File: config.mk
export PLATFORM = sky130hd
export DESIGN_NAME = pmod_led_arbiter
export DESIGN_NICKNAME = d
export VERILOG_FILES = /design/src/rtl/pmod_led_arbiter_pkg.sv /design/src/rtl/pmod_led_arbiter_tick_prescaler.sv /design/src/rtl/pmod_led_arbiter.sv
export SDC_FILE = /design/constraint.sdc
export NUM_CORES = 1
export LEC_CHECK = 0
export BUFFER_PORTS_ARGS = -buffer_cell sky130_fd_sc_hd__buf_2
export CAP_MARGIN = 25
export CELL_PAD_IN_SITES_DETAIL_PLACEMENT = 0
export CELL_PAD_IN_SITES_GLOBAL_PLACEMENT = 1
export CORE_MARGIN = 5
export CORE_UTILIZATION = 44
export DETAILED_ROUTE_END_ITERATION = 8
export PLACE_DENSITY_LB_ADDON = 0.1
export SLEW_MARGIN = 20
export SYNTH_ARGS = -nofsm -noshare
export SYNTH_HDL_FRONTEND = slang
export SYNTH_SLANG_ARGS = --single-unit
File: constraint.sdc
create_clock -name clk48 -period 2.1 [get_ports clk48]
set_input_delay 0.21 -clock clk48 [delete_from_list [all_inputs] [get_ports clk48]]
set_output_delay 0.21 -clock clk48 [all_outputs]
set_load 0.005 [all_outputs]
File: src/rtl/pmod_led_arbiter_pkg.sv
// Shared definitions for the PMOD/LED ownership arbiter: state encoding,
// default timing constants and the pmod bus bit-to-connector-pin map.
package pmod_led_arbiter_pkg;

  typedef enum logic [1:0] {
    IDLE = 2'd0,
    OWN  = 2'd1,
    GAP  = 2'd2
  } state_t;

  localparam int unsigned TICK_DIV_DEFAULT    = 32'd48000;
  localparam int unsigned SLICE_TICKS_DEFAULT = 32'd100;

  // Connector pin number driven by each pmod bus bit (bit 0 -> pmod_a1).
  localparam logic [7:0][3:0] PMOD_PIN_MAP = {4'd10, 4'd9, 4'd8, 4'd7,
                                              4'd4, 4'd3, 4'd2, 4'd1};

  function automatic logic [1:0] owner_onehot(input logic owner);
    return owner ? 2'b10 : 2'b01;
  endfunction

endpackage

File: src/rtl/pmod_led_arbiter_tick_prescaler.sv
// Free-running divider producing a one-cycle tick every DIV clk48 cycles,
// on the cycle its count sits at DIV-1.
module tick_prescaler #(
  parameter int unsigned DIV = 32'd48000
) (
  input  logic clk48,
  input  logic resetn,
  output logic tick
);

  localparam int unsigned CW = (DIV > 32'd1) ? $clog2(DIV) : 32'd1;

  logic [CW-1:0] cnt_r;
  logic [CW-1:0] cnt_s;

  // Next count with wrap at DIV-1
  always_comb begin
    cnt_s = cnt_r;
    if (cnt_r == CW'(DIV - 32'd1)) begin
      cnt_s = {CW{1'b0}};
    end else begin
      cnt_s = cnt_r + CW'(1);
    end
  end

  // Count register; tick is registered so it lines up with the count value
  always_ff @(posedge clk48) begin
    if (!resetn) begin
      cnt_r <= {CW{1'b0}};
      tick  <= (DIV == 32'd1);
    end else begin
      cnt_r <= cnt_s;
      tick  <= (cnt_s == CW'(DIV - 32'd1));
    end
  end

endmodule

File: src/rtl/pmod_led_arbiter.sv
// Two-requester round-robin arbiter for the PMOD header and onboard LED, with
// timesliced preemption and a one-cycle break-before-make gap between owners.
module pmod_led_arbiter
  import pmod_led_arbiter_pkg::*;
#(
  parameter int unsigned TICK_DIV    = TICK_DIV_DEFAULT,
  parameter int unsigned SLICE_TICKS = SLICE_TICKS_DEFAULT
) (
  input  logic       clk48,
  input  logic       resetn,
  input  logic [1:0] req,
  input  logic [7:0] pat0,
  input  logic [7:0] pat1,
  output logic [1:0] gnt,
  output logic [7:0] pmod,
  output logic       led,
  output logic       busy
);

  localparam int unsigned SW = $clog2(SLICE_TICKS + 32'd1);

  state_t        state_r;
  state_t        state_s;
  logic          owner_r;
  logic          owner_s;
  logic          rr_last_r;
  logic [SW-1:0] slice_r;
  logic [28:0]   idle_cnt_r;
  logic          tick_s;
  logic          other_s;
  logic          slice_full_s;

  tick_prescaler #(.DIV(TICK_DIV)) u_prescaler (
    .clk48  (clk48),
    .resetn (resetn),
    .tick   (tick_s)
  );

  assign other_s      = ~owner_r;
  assign slice_full_s = (slice_r == SW'(SLICE_TICKS));

  // Next-state and winner selection
  always_comb begin
    state_s = state_r;
    owner_s = owner_r;
    case (state_r)
      IDLE: begin
        if (req != 2'b00) begin
          state_s = OWN;
          // On a tie the requester that did not own last time wins
          if (req == 2'b11) begin
            owner_s = ~rr_last_r;
          end else begin
            owner_s = req[1];
          end
        end else begin
          state_s = IDLE;
        end
      end
      OWN: begin
        if (!req[owner_r] || (slice_full_s && req[other_s])) begin
          state_s = GAP;
        end else begin
          state_s = OWN;
        end
      end
      GAP: begin
        state_s = IDLE;
      end
      default: begin
        state_s = IDLE;
      end
    endcase
  end

  // Arbitration state, round-robin history and slice accounting
  always_ff @(posedge clk48) begin
    if (!resetn) begin
      state_r   <= IDLE;
      owner_r   <= 1'b0;
      rr_last_r <= 1'b1;
      slice_r   <= {SW{1'b0}};
    end else begin
      state_r <= state_s;
      owner_r <= owner_s;
      if (state_r == OWN) begin
        rr_last_r <= owner_r;
      end else begin
        rr_last_r <= rr_last_r;
      end
      if (state_r != OWN) begin
        slice_r <= {SW{1'b0}};
      end else if (tick_s && !slice_full_s) begin
        slice_r <= slice_r + SW'(1);
      end else begin
        slice_r <= slice_r;
      end
    end
  end

  // Idle animation counter, never stalled by arbitration
  always_ff @(posedge clk48) begin
    if (!resetn) begin
      idle_cnt_r <= 29'd0;
    end else begin
      idle_cnt_r <= idle_cnt_r + 29'd1;
    end
  end

  // Registered pin drive; grant and busy follow the state being entered
  always_ff @(posedge clk48) begin
    if (!resetn) begin
      gnt  <= 2'b00;
      busy <= 1'b0;
      pmod <= 8'h00;
      led  <= 1'b1;
    end else begin
      gnt  <= (state_s == OWN) ? owner_onehot(owner_s) : 2'b00;
      busy <= (state_s != IDLE);
      case (state_r)
        IDLE: begin
          pmod <= idle_cnt_r[28:21];
          led  <= ~idle_cnt_r[25];
        end
        OWN: begin
          pmod <= owner_r ? pat1 : pat0;
          led  <= 1'b1;
        end
        GAP: begin
          pmod <= 8'h00;
          led  <= 1'b0;
        end
        default: begin
          pmod <= 8'h00;
          led  <= 1'b0;
        end
      endcase
    end
  end

endmodule

==> metrics.txt <==
commonest non-fill, non-tap cell in the layout=dfxtp_1; Syn Std Cell Area=approximately 3200 µm²; clk_lat worst skew=~0.34 ns; port bufs=31; RR Endpoint=u_prescaler.tick; Post-Layout Cell Count=a little under 500; die height=~95 µm; uppermost layer routed=met4; Power Density=between 600 and 700 nW/µm²; Synth Flop Type=dfxtp_1; unrepaired setup endpoints after global routing=false; Cell variety after synth=45; top cells by area, synth=dfxtp_1, xnor2_1, and2_1; final instance area=3640 µm²; cts hold-fix bufs=0; Setup Crit Path Kind=flop to flop; Initial Util=roughly 44%; VDD IR max=approximately 0.32 mV; syn avg cell area=around 8.9 µm²; die width=around 95 µm; boundary pin count=32; Resize count post-CTS=0; Pre-antenna DRT Iters=4; Worst-Margin Slew=approximately 0.62 ns; row count=31; postcts setup bufs=0; MaxCap Viol Count=0; worst endpoint data arrival time=2.17 ns; number of global-route vias before repair=about 2.3k; clock slew seen by the registers of the worst setup and hold paths=around 0.07 ns; first-pass GRT wire length=between 10 and 15 mm; Util after Layout=51.0%; synthesis-to-layout area growth=14.9%; Final GP Congestion=between 0.8 and 0.9; Max Root-Sink Buffers=2; H-tree lvl count=3; final setup fails=0; via count=roughly 2.5k; reg-to-reg startpoint=u_prescaler.cnt_r[0]; Yosys top cell by area=dfxtp_1; n_diodes=0; CTS Buf Count=9; initial antenna violation count=0; ANT nets after route=0; DR vias/cell=5.05; Seq cells post-synth=69; commonest cells after routing, fill and taps aside=dfxtp_1, and2_1, nor2_1, buf_2, xnor2_1; CTS tree=yes; met1 wire length=3.10 mm; Setup Total Neg Slack=0 ns; Post-synth EDFFs=0; Final Hold Viols=0; multi-input logic area=1690 µm²; Placed Instances=480; Detailed Route Iter0 Violations=roughly 100; CTS sink cnt=slightly below 70; Post-Syn Instances=355; Mapped Nets=379; Pins Over Slew Limit=0; # nets final=416; Async S/R FF share, synth=0%; crit end category=flop; Max FO, Critical Path=6; synth warn=0; largest net degree at the start of global routing=35; R2R Setup Slk=0.21 ns; met3 WL=between 300 and 400 µm; Congestion Overflow GR=0; crit start category=flop; reg2reg path depth=6; DP Area=~3500 µm²; Setup Skew=about 0.012 ns; min cycle time layout=about 1.9 ns; Hold/Removal Path Class=input pin to flop; final WL=approximately 6.1 mm; worst min-delay path startpoint=resetn; Fillers=between 700 and 800; Worst Hold Depth=2; core outline area=7140 µm²; worst hold endpoint=rr_last_r; DRC violation count after routing=0; Synth top area share=a little over two fifths; period utilisation layout=between 90% and 100%; routed length per instance=around 12 µm; status=finished clean; gr usage total=14.5%; die area=8990 µm²; layout cells sized above 1=15.9%; DR WL met2=2.55 mm; Post-DP HPWL=4.32 mm; clock root buffer=clkbuf_8; Required @ worst endpoint=between 2 and 2.5 ns; FF/Latch Area=between 1000 and 1500 µm²; P_leak=1.38 nW; Final Hold Slack=0.164 ns; sequential-to-total area share from yosys stat=43.6%; Peak Freq=about 0.53 GHz; Worst slew margin=58.5%
layer usage:
| metal | track usage [%] | vias to the layer above |
|---|---|---|
| met5 | 0 | - |
| met4 | 6.97 | 0 |
| met3 | 3.35 | 11 |
| met2 | 22.1 | 44 |
| met1 | 19.2 | 1146 |
| li1 | - | 1305 |
power by group:
part           total, mW  switching [mW]  internal (mW)
registers           1.36          0.0238           1.34
clock network      0.964           0.477          0.487
logic              0.142          0.0757         0.0667
synth_stat cells (5+ instances only):
master and count:
clkbuf_1 9, nor2_1 33, nand2_1 23, a211oi_1 8, dfxtp_1 69, nor3_1 5, xor2_1 13, mux2i_1 9
o21ai_0 9, a21oi_1 6, inv_1 8, nand4_1 17, and3_1 8, nand3_1 24, and2_1 34, xnor2_1 30
or3_1 5
flip-flops by register name, indices dropped and copies added, names as in the netlist, 2 cells and up:
register,count
idle_cnt_r,29
u_prescaler.cnt_r,16
gnt,2
state_r,2
pmod,8
slice_r,7
worst max path at each step:
| stage | endpoint | start | cells after the start | slack [ns] |
|---|---|---|---|---|
| finish | u_prescaler.tick | u_prescaler.cnt_r[0] | 6 | 0.21 |
| global route | u_prescaler.tick | u_prescaler.cnt_r[0] | 6 | 0.06 |
| CTS | u_prescaler.tick | u_prescaler.cnt_r[0] | 6 | 0.22 |
| detailed placement | u_prescaler.tick | u_prescaler.cnt_r[0] | 6 | 0.24 |
| global placement | u_prescaler.tick | u_prescaler.cnt_r[0] | 6 | 0.28 |
| floorplan | idle_cnt_r[13] | idle_cnt_r[6] | 5 | 0.43 |
logic make-up after synthesis:
family / count (synthesis) / synth area share [%]
adders and majority gates: 4 / 1.58
AOI/OAI and AO/OA: 33 / 6.76
muxes: 9 / 2.84
xor gates and xnor gates: 43 / 11.9
buffers and inverters: 23 / 2.88
and+or+nand+nor: 174 / 30.4
DFF: 69 / 43.6
final cells by class:
| class | instances | area share, % |
|---|---|---|
| Clock inverter | 4 | 0.619 |
| Timing Repair Buffer | 41 | 6.33 |
| Clock buffer | 12 | 4.27 |
| Inverter | 8 | 0.826 |
| Multi-Input combinational cell | 263 | 46.6 |
| Tap cell | 99 | 3.41 |
| Sequential cell | 69 | 38.0 |
critical path, cell delays in order, from the launching register on:
cell	delay, ns
dfxtp_1	0.41
ha_1	0.25
nand3_1	0.13
nor3_2	0.36
nand4_1	0.14
a221oi_1	0.31
and4_1	0.22
per-stage QoR:
stage,total power [mW],setup slack (ns)
after floorplan,1.48,0.432
after global placement,1.54,0.275
after detailed placement,1.54,0.237
after CTS,2.51,0.221
after global routing,2.59,0.0564
final,2.47,0.205
No activity file was read; power rests on OpenSTA's default activity.
